`src/rtl/sync_fifo_ctrl.sv`:
```
// rtl/sync_fifo_ctrl.sv - single-clock FIFO with fill level, almost flags, FWFT option and sticky errors
// Status flags derive only from the registered level; pointers carry a wrap bit beyond the address.
module sync_fifo_ctrl #(
  parameter int DSIZE      = 8,
  parameter int ASIZE      = 4,
  parameter int AFULL_LVL  = 12,
  parameter int AEMPTY_LVL = 2,
  parameter int FWFT       = 0
) (
  input  logic             clk,
  input  logic             rst,
  input  logic             win,
  input  logic [DSIZE-1:0] wdata,
  output logic             wfull,
  input  logic             rout,
  output logic [DSIZE-1:0] rdata,
  output logic             rempty,
  output logic [ASIZE:0]   level,
  output logic             almost_full,
  output logic             almost_empty,
  output logic             overflow,
  output logic             underflow,
  input  logic             clr_err
);

  localparam int             DEPTH    = 2**ASIZE;
  localparam logic [ASIZE:0] FULL_LVL = (ASIZE+1)'(DEPTH);
  localparam logic [ASIZE:0] AF_LVL   = (ASIZE+1)'(AFULL_LVL);
  localparam logic [ASIZE:0] AE_LVL   = (ASIZE+1)'(AEMPTY_LVL);
  localparam logic [ASIZE:0] ONE      = (ASIZE+1)'(1);

  logic [DSIZE-1:0] mem_q [DEPTH];

  logic [ASIZE:0]   wptr_q, wptr_d;
  logic [ASIZE:0]   rptr_q, rptr_d;
  logic [ASIZE:0]   level_q, level_d;
  logic             ovf_q, ovf_d;
  logic             udf_q, udf_d;

  logic [ASIZE-1:0] waddr, raddr;
  logic             wr_en, rd_en;

  assign waddr = wptr_q[ASIZE-1:0];
  assign raddr = rptr_q[ASIZE-1:0];

  assign wfull        = (level_q == FULL_LVL);
  assign rempty       = (level_q == '0);
  assign level        = level_q;
  assign almost_full  = (level_q >= AF_LVL);
  assign almost_empty = (level_q <= AE_LVL);
  assign overflow     = ovf_q;
  assign underflow    = udf_q;

  // Acceptance uses registered flags only, so a same-cycle pop never frees a full slot.
  assign wr_en = win && !wfull;
  assign rd_en = rout && !rempty;

  always_comb begin
    wptr_d  = wptr_q;
    rptr_d  = rptr_q;
    level_d = level_q;
    if (wr_en) wptr_d = wptr_q + ONE;
    if (rd_en) rptr_d = rptr_q + ONE;
    case ({wr_en, rd_en})
      2'b10:   level_d = level_q + ONE;
      2'b01:   level_d = level_q - ONE;
      default: level_d = level_q;
    endcase
    ovf_d = (win && wfull) || (ovf_q && !clr_err);
    udf_d = (rout && rempty) || (udf_q && !clr_err);
  end

  always_ff @(posedge clk or posedge rst) begin
    if (rst) begin
      wptr_q  <= '0;
      rptr_q  <= '0;
      level_q <= '0;
      ovf_q   <= 1'b0;
      udf_q   <= 1'b0;
    end else begin
      wptr_q  <= wptr_d;
      rptr_q  <= rptr_d;
      level_q <= level_d;
      ovf_q   <= ovf_d;
      udf_q   <= udf_d;
    end
  end

  always_ff @(posedge clk) begin
    if (wr_en) mem_q[waddr] <= wdata;
  end

  generate
    if (FWFT != 0) begin : g_fwft
      // Forced to zero while empty so the output matches the cleared register mode after reset.
      assign rdata = rempty ? '0 : mem_q[raddr];
    end else begin : g_reg
      logic [DSIZE-1:0] rdata_q, rdata_d;

      always_comb begin
        rdata_d = rdata_q;
        if (rd_en) rdata_d = mem_q[raddr];
      end

      always_ff @(posedge clk or posedge rst) begin
        if (rst) rdata_q <= '0;
        else     rdata_q <= rdata_d;
      end

      assign rdata = rdata_q;
    end
  endgenerate

endmodule

```
`config.mk`:
```
export PLATFORM = sky130hd
export DESIGN_NAME = sync_fifo_ctrl
export DESIGN_NICKNAME = d
export VERILOG_FILES = /design/src/rtl/sync_fifo_ctrl.sv
export SDC_FILE = /design/constraint.sdc
export NUM_CORES = 1
export LEC_CHECK = 0
export CAP_MARGIN = 25
export CELL_PAD_IN_SITES_DETAIL_PLACEMENT = 0
export CELL_PAD_IN_SITES_GLOBAL_PLACEMENT = 1
export CORE_MARGIN = 3
export CORE_UTILIZATION = 38
export DETAILED_ROUTE_END_ITERATION = 6
export PLACE_DENSITY = 0.63
export SYNTH_ARGS = -nofsm -noshare
export SYNTH_HDL_FRONTEND = slang
export SYNTH_SLANG_ARGS = --single-unit
export TNS_END_PERCENT = 50
```
`constraint.sdc`:
```
create_clock -name clk -period 3.3 [get_ports clk]
set_input_delay 0.495 -clock clk [delete_from_list [all_inputs] [get_ports clk]]
set_output_delay 0.495 -clock clk [all_outputs]
set_load 0.05 [all_outputs]
```
# --- Word level (Yosys, flattened, before mapping) ---
# Memories as Yosys holds them, arrays and structs flattened. A register that Yosys moved wholly into a read port is not among the register bits.
# Cells that the tools add are included.
totals:
  register_bits: 17
  ram_bits: 128
  output_inout_bits: 19
  n_memories: 1
classes:
  add_sub_neg: 4
  magnitude_cmp: 2
  eq_ne: 3
  n_mux: 3
  reduce_logical: 13
memory_table:
  columns: ["name", "words", "word_bits", "rd", "rd_ports_with_merged_regs", "wr", "line", "rtl"]
  rows:
  - ["mem_q", 16, 8, 1, 1, 1, "32", "logic [DSIZE-1:0] mem_q [DEPTH];"]
ops:
  columns: ["op", "count"]
  rows:
  - ["5-bit by 1-bit adder with 5-bit output, second input constant", 3]
  - ["5-bit case mux with 2 select lines", 1]
  - ["1-bit logical AND", 6]
  - ["5-bit equality test, second input constant", 1]
  - ["5-bit by 4-bit >= comparator with 1-bit output, second input constant", 1]
  - ["5-bit by 2-bit less-or-equal comparator with 1-bit output, second input constant", 1]
  - ["5-bit zero test", 1]
  - ["5-bit by 1-bit subtractor with 5-bit output, second input constant", 1]
  - ["1-bit zero test", 3]
  - ["2-bit by 1-bit equality test with 1-bit output, second input constant", 1]
  - ["2-bit equality test, second input constant", 1]
  - ["1-bit logical OR", 2]
  - ["1-bit 2-to-1 mux", 2]
  - ["2-bit nonzero test", 1]

# --- Depth between registers and ports, before layout ---
# Gate-level depths: netlist of run 1.
depth:
  depth_word: 5
  ltp_mapped: 12

# --- Worst setup path before layout of run 1 ---
# No wires, ideal clock.
synth_timing:
  path_type: "register -> register"
  from: "register level_q[1], in the netlist level[1]"
  to: "register level_q[4], in the netlist level[4]"
  setup_time_ns: 0.148
  arrival_ns: 2.802
  t_required_ns: 3.152
  path_slack_ns: 0.350
  path_stages_with_launch: 13
  path_buffers: 2
  path_cell_list: "dfrtp_1 buf_4 nor2_1 a31oi_2 inv_1 ha_1 clkbuf_1 xor2_1 ha_1 o211a_1 o31ai_1 a31oi_1 xor2_1"
synth_between:
  elab_chain_len: 5
  elab_cells_between_ends: 12
  cone_classes: "add/sub: 2; eq/ne: 3; mux: 1; reduce/logical: 6"
synth_rtl:
  columns: ["element", "line", "rtl"]
  rows:
  - ["start, declared", "36", "logic [ASIZE:0] level_q, level_d;"]
  - ["start signal, assigned", "83", "level_q <= level_d;"]
  - ["5-bit equality test / 5-bit zero test (equally long branches)", "46, 47", null]
  - ["1-bit zero test (on tied branches)", "55, 56", null]
  - ["1-bit logical AND (on tied branches)", "55, 56", null]
  - ["2-bit by 1-bit equality test with 1-bit output / 2-bit equality test (equally long branches)", "64", "case ({wr_en, rd_en})"]
  - ["5-bit case mux with 2 select lines / 2-bit nonzero test (equally long branches)", null, null]
# Parallel ways exist; a longest one is shown, timed or not.
# A chain may end at the register's enable or synchronous reset.

# --- Worst setup path after layout of run 1 ---
layout_timing:
  from: "register level_q[4], in the netlist level[4]"
  to: "output port rempty"
layout_between:
  elab_chain_len: 1
layout_rtl:
  columns: ["element", "line", "rtl"]
  rows:
  - ["5-bit zero test", "47", "assign rempty = (level_q == '0);"]
  - ["end, declared", "17", "output logic rempty,"]
# Every way passes these cells.

==> impl_results.md, run 1 <==
* Routability Congestion at 0.807
* Final ANT Viol Nets at 0
* Die area at 17,800 sq um
* Initial antenna violation count at 0
* Worst skew pair latency at 0.42 ns
* Setup tns final at 0 ns
* Slew headroom at 0.539
* # fillers at 1,335
* Clock tree root buffer cell: clkbuf_16
* Crit share post-route at 0.865
* Total congestion overflow at 0
* Detailed placement HPWL at 8130 um
* Cell with the most instances after synthesis: edfxtp_1
* CTS resizes at 0
* Measured slew at the worst slew-check pin at 0.692 ns
* Synth top area cells: edfxtp_1, mux4_2, dfrtp_1, mux2i_1, o221ai_2
* Post-synthesis cell type count at 40
* N_diodes at 0
* Initial Util at 0.397
* Max layer used: met4
* Post-Route WL at 12,300 um
* Overall routing resource usage at 0.148
* DR WL/cell at 20.2 um
* P_leak at between 0.002 and 0.003 uW
* Mean post-synth cell area at around 19 sq um
* Critical path endpoint: rempty
* Flop2flop setup slack at around 0.55 ns
* IO Port Bufs at 31
* Setup-failing EPs final at 0
* Reg2reg path depth at 10
* Die height at around 130 um
* First-pass GRT wire length at 19,100 um
* DR pass1 iterations at 4
* Hold_ws at 0.364 ns
* Pin count of the biggest net entering global routing at 23
* TritonCTS clock tree: done
* Unrepaired setup endpoints after global routing: false
* Post-synth ARST share at 0.152
* Sequential share of the synthesized area at 0.716
* Synth Register Bits at about 150
* Synth top cells by count: edfxtp_1, mux4_2, dfrtp_1, nand2_1
* Met2 Wirelength at roughly 6000 um
* Vias at 3,081
* Vias per cell at 5.07
* Setup Skew at 0.0107 ns
* Max VDD drop at 0.505 mV
* H-tree depth at 4
* Num rows at 45
* Status: finished clean
* CP required at roughly 2.8 ns
* Max clock buf depth at 2
* Vias in the first global route at ~3,200
* Wl on met1 at 5390 um
* Ys Warns at 0
* Final min period at about 2.9 ns
* Start point of the critical path: level[4]
* CP Launch Type: flop
* Hold Crit Class: input pin to asynchronous set/reset pin
* Proportion of layout cells with a drive suffix above 1 at 0.264
* Crit end category: output port
* Setup CP Type: flop to output port
* # IOs at 32
* Fmax at 0.350 GHz
* Crit path max fanout at 6
* Cell area after synthesis at 6170 sq um
* Main synth FF type: edfxtp_1
* Reg clk slew, reported paths at 0.06 ns
* CTS buffer count at 17
* PwrDens at 897 nW/um^2
* Cells after Synth at 326
* Post-synth EDFFs at roughly 130
* Final nets at 406
* Yosys top cell area share at 0.622
* Area delta synth->final at 20.3%
* Critical Path AT at 2.36 ns
* Max-slew violation count at 0
* Core area at 15,500 sq um
* DR iter-0 viols at 202
* Detailed-route DRC error count at 0
* Max_cap viols at 0
* Met3 WL post-DR at 617 um
* Crit Reg-Reg Endpoint: level[4]
* Number of clock sinks at 151
* Die X at between 100 and 150 um
* Syn nets at approximately 350
* FF-to-FF Start: level[4]
* Synth area leader: edfxtp_1
* Endpoints failing hold at 0
[cell families after synthesis]
logic type / after synthesis / share of synthesized area
flops: 151 / 0.716
simple gates: 54 / 0.0403
mux: 49 / 0.144
buf+inv: 27 / 0.0251
compound gates: 26 / 0.0419
xor+xnor: 10 / 0.0142
fa+ha+maj: 9 / 0.0182
[sequential cells by signal (all words and copies together), names as in the netlist]
| signal | flops |
|---|---|
| mem_q | 128 |
| rdata | 8 |
| level | 5 |
| rptr_q | 4 |
| wptr_q | 4 |
| overflow | 1 |
| underflow | 1 |
[report_power, final]
group | internal, uW | switching, uW | total, uW
Sequential | 2370 | 277 | 2640
Combinational | 956 | 1170 | 2130
Clock | 1120 | 769 | 1890
Total | 4440 | 2220 | 6660
[critical path, cell delays in order (launching register included)]
cell and delay [ns]:
dfrtp_1 0.44, or3_4 0.44, nor3_1 0.20, clkdlybuf4s50_1 0.85
[repair_timing]
| item | in CTS | in global routing |
|---|---|---|
| setup endpoints to repair | 0 | 1 |
| setup buffers | 0 | 1 |
| hold buffers | 0 | 0 |
[cells in the final DEF, fill, tap and decap left out, drive strengths merged, types with 3 or more instances in the layout]
master,count
clkbuf,18
o21ai,4
o221ai,8
clkinvlp,3
nor2,16
nand2b,4
inv,12
clkdlybuf4s50,31
dfrtp,23
xnor2,6
nor3,5
mux2i,16
edfxtp,128
buf,26
clkinv,6
nand2,22
ha,9
a21oi,4
mux4,32
xor2,4
[metrics by stage]
stage               setup WS, ns  cell area, sq um  cells  power (uW)  utilization
floorplan                  0.350              6170    326        4200            -
global placement           0.246              6840    575        4840        0.440
detailed placement         0.180              6840    575        4860        0.440
CTS                        0.164              7420    607        6760        0.478
global route               0.333              7430    608        7000        0.478
finish                     0.445              7430    608        6660        0.478
[per-layer routing]
layer | global-route usage | up-vias
met5 | 0 | -
met4 | 0.0509 | 0
met3 | 0.0468 | 10
met2 | 0.240 | 79
met1 | 0.189 | 1591
li1 | - | 1401
[layout make-up]
| cell class | instances | area [sq um] | share of cell area |
|---|---|---|---|
| inverter | 9 | 33.8 | 0.00455 |
| clock inverter | 14 | 150 | 0.0202 |
| sequential | 151 | 4420 | 0.595 |
| clock buffer | 18 | 429 | 0.0578 |
| multi-input combinational | 148 | 1600 | 0.215 |
| tap | 211 | 264 | 0.0355 |
| timing repair buffer | 57 | 531 | 0.0714 |
[worst min-delay path by stage]
stage,start,end,slack (ns),depth (start not counted)
2_1_floorplan,rst,level[0],0.50,1
3_3_place_gp,overflow,overflow,0.48,1
3_5_place_dp,overflow,overflow,0.47,1
4_1_cts,rst,rdata[3],0.36,2
5_1_grt,rst,rdata[4],0.38,2
6_report,rst,rdata[3],0.36,2
No activity file was read; power rests on OpenSTA's default activity.
==> run 2, diff against run 1 <==
--- a/config.mk
+++ b/config.mk
@@ -10,6 +10,7 @@
 export CELL_PAD_IN_SITES_GLOBAL_PLACEMENT = 1
 export CORE_MARGIN = 3
 export CORE_UTILIZATION = 38
+export CTS_CLUSTER_SIZE = 14
 export DETAILED_ROUTE_END_ITERATION = 6
 export PLACE_DENSITY = 0.63
 export SYNTH_ARGS = -nofsm -noshare
==> results of run 2 <==
Final layout, timing and power as in run 1 (identical DEF).
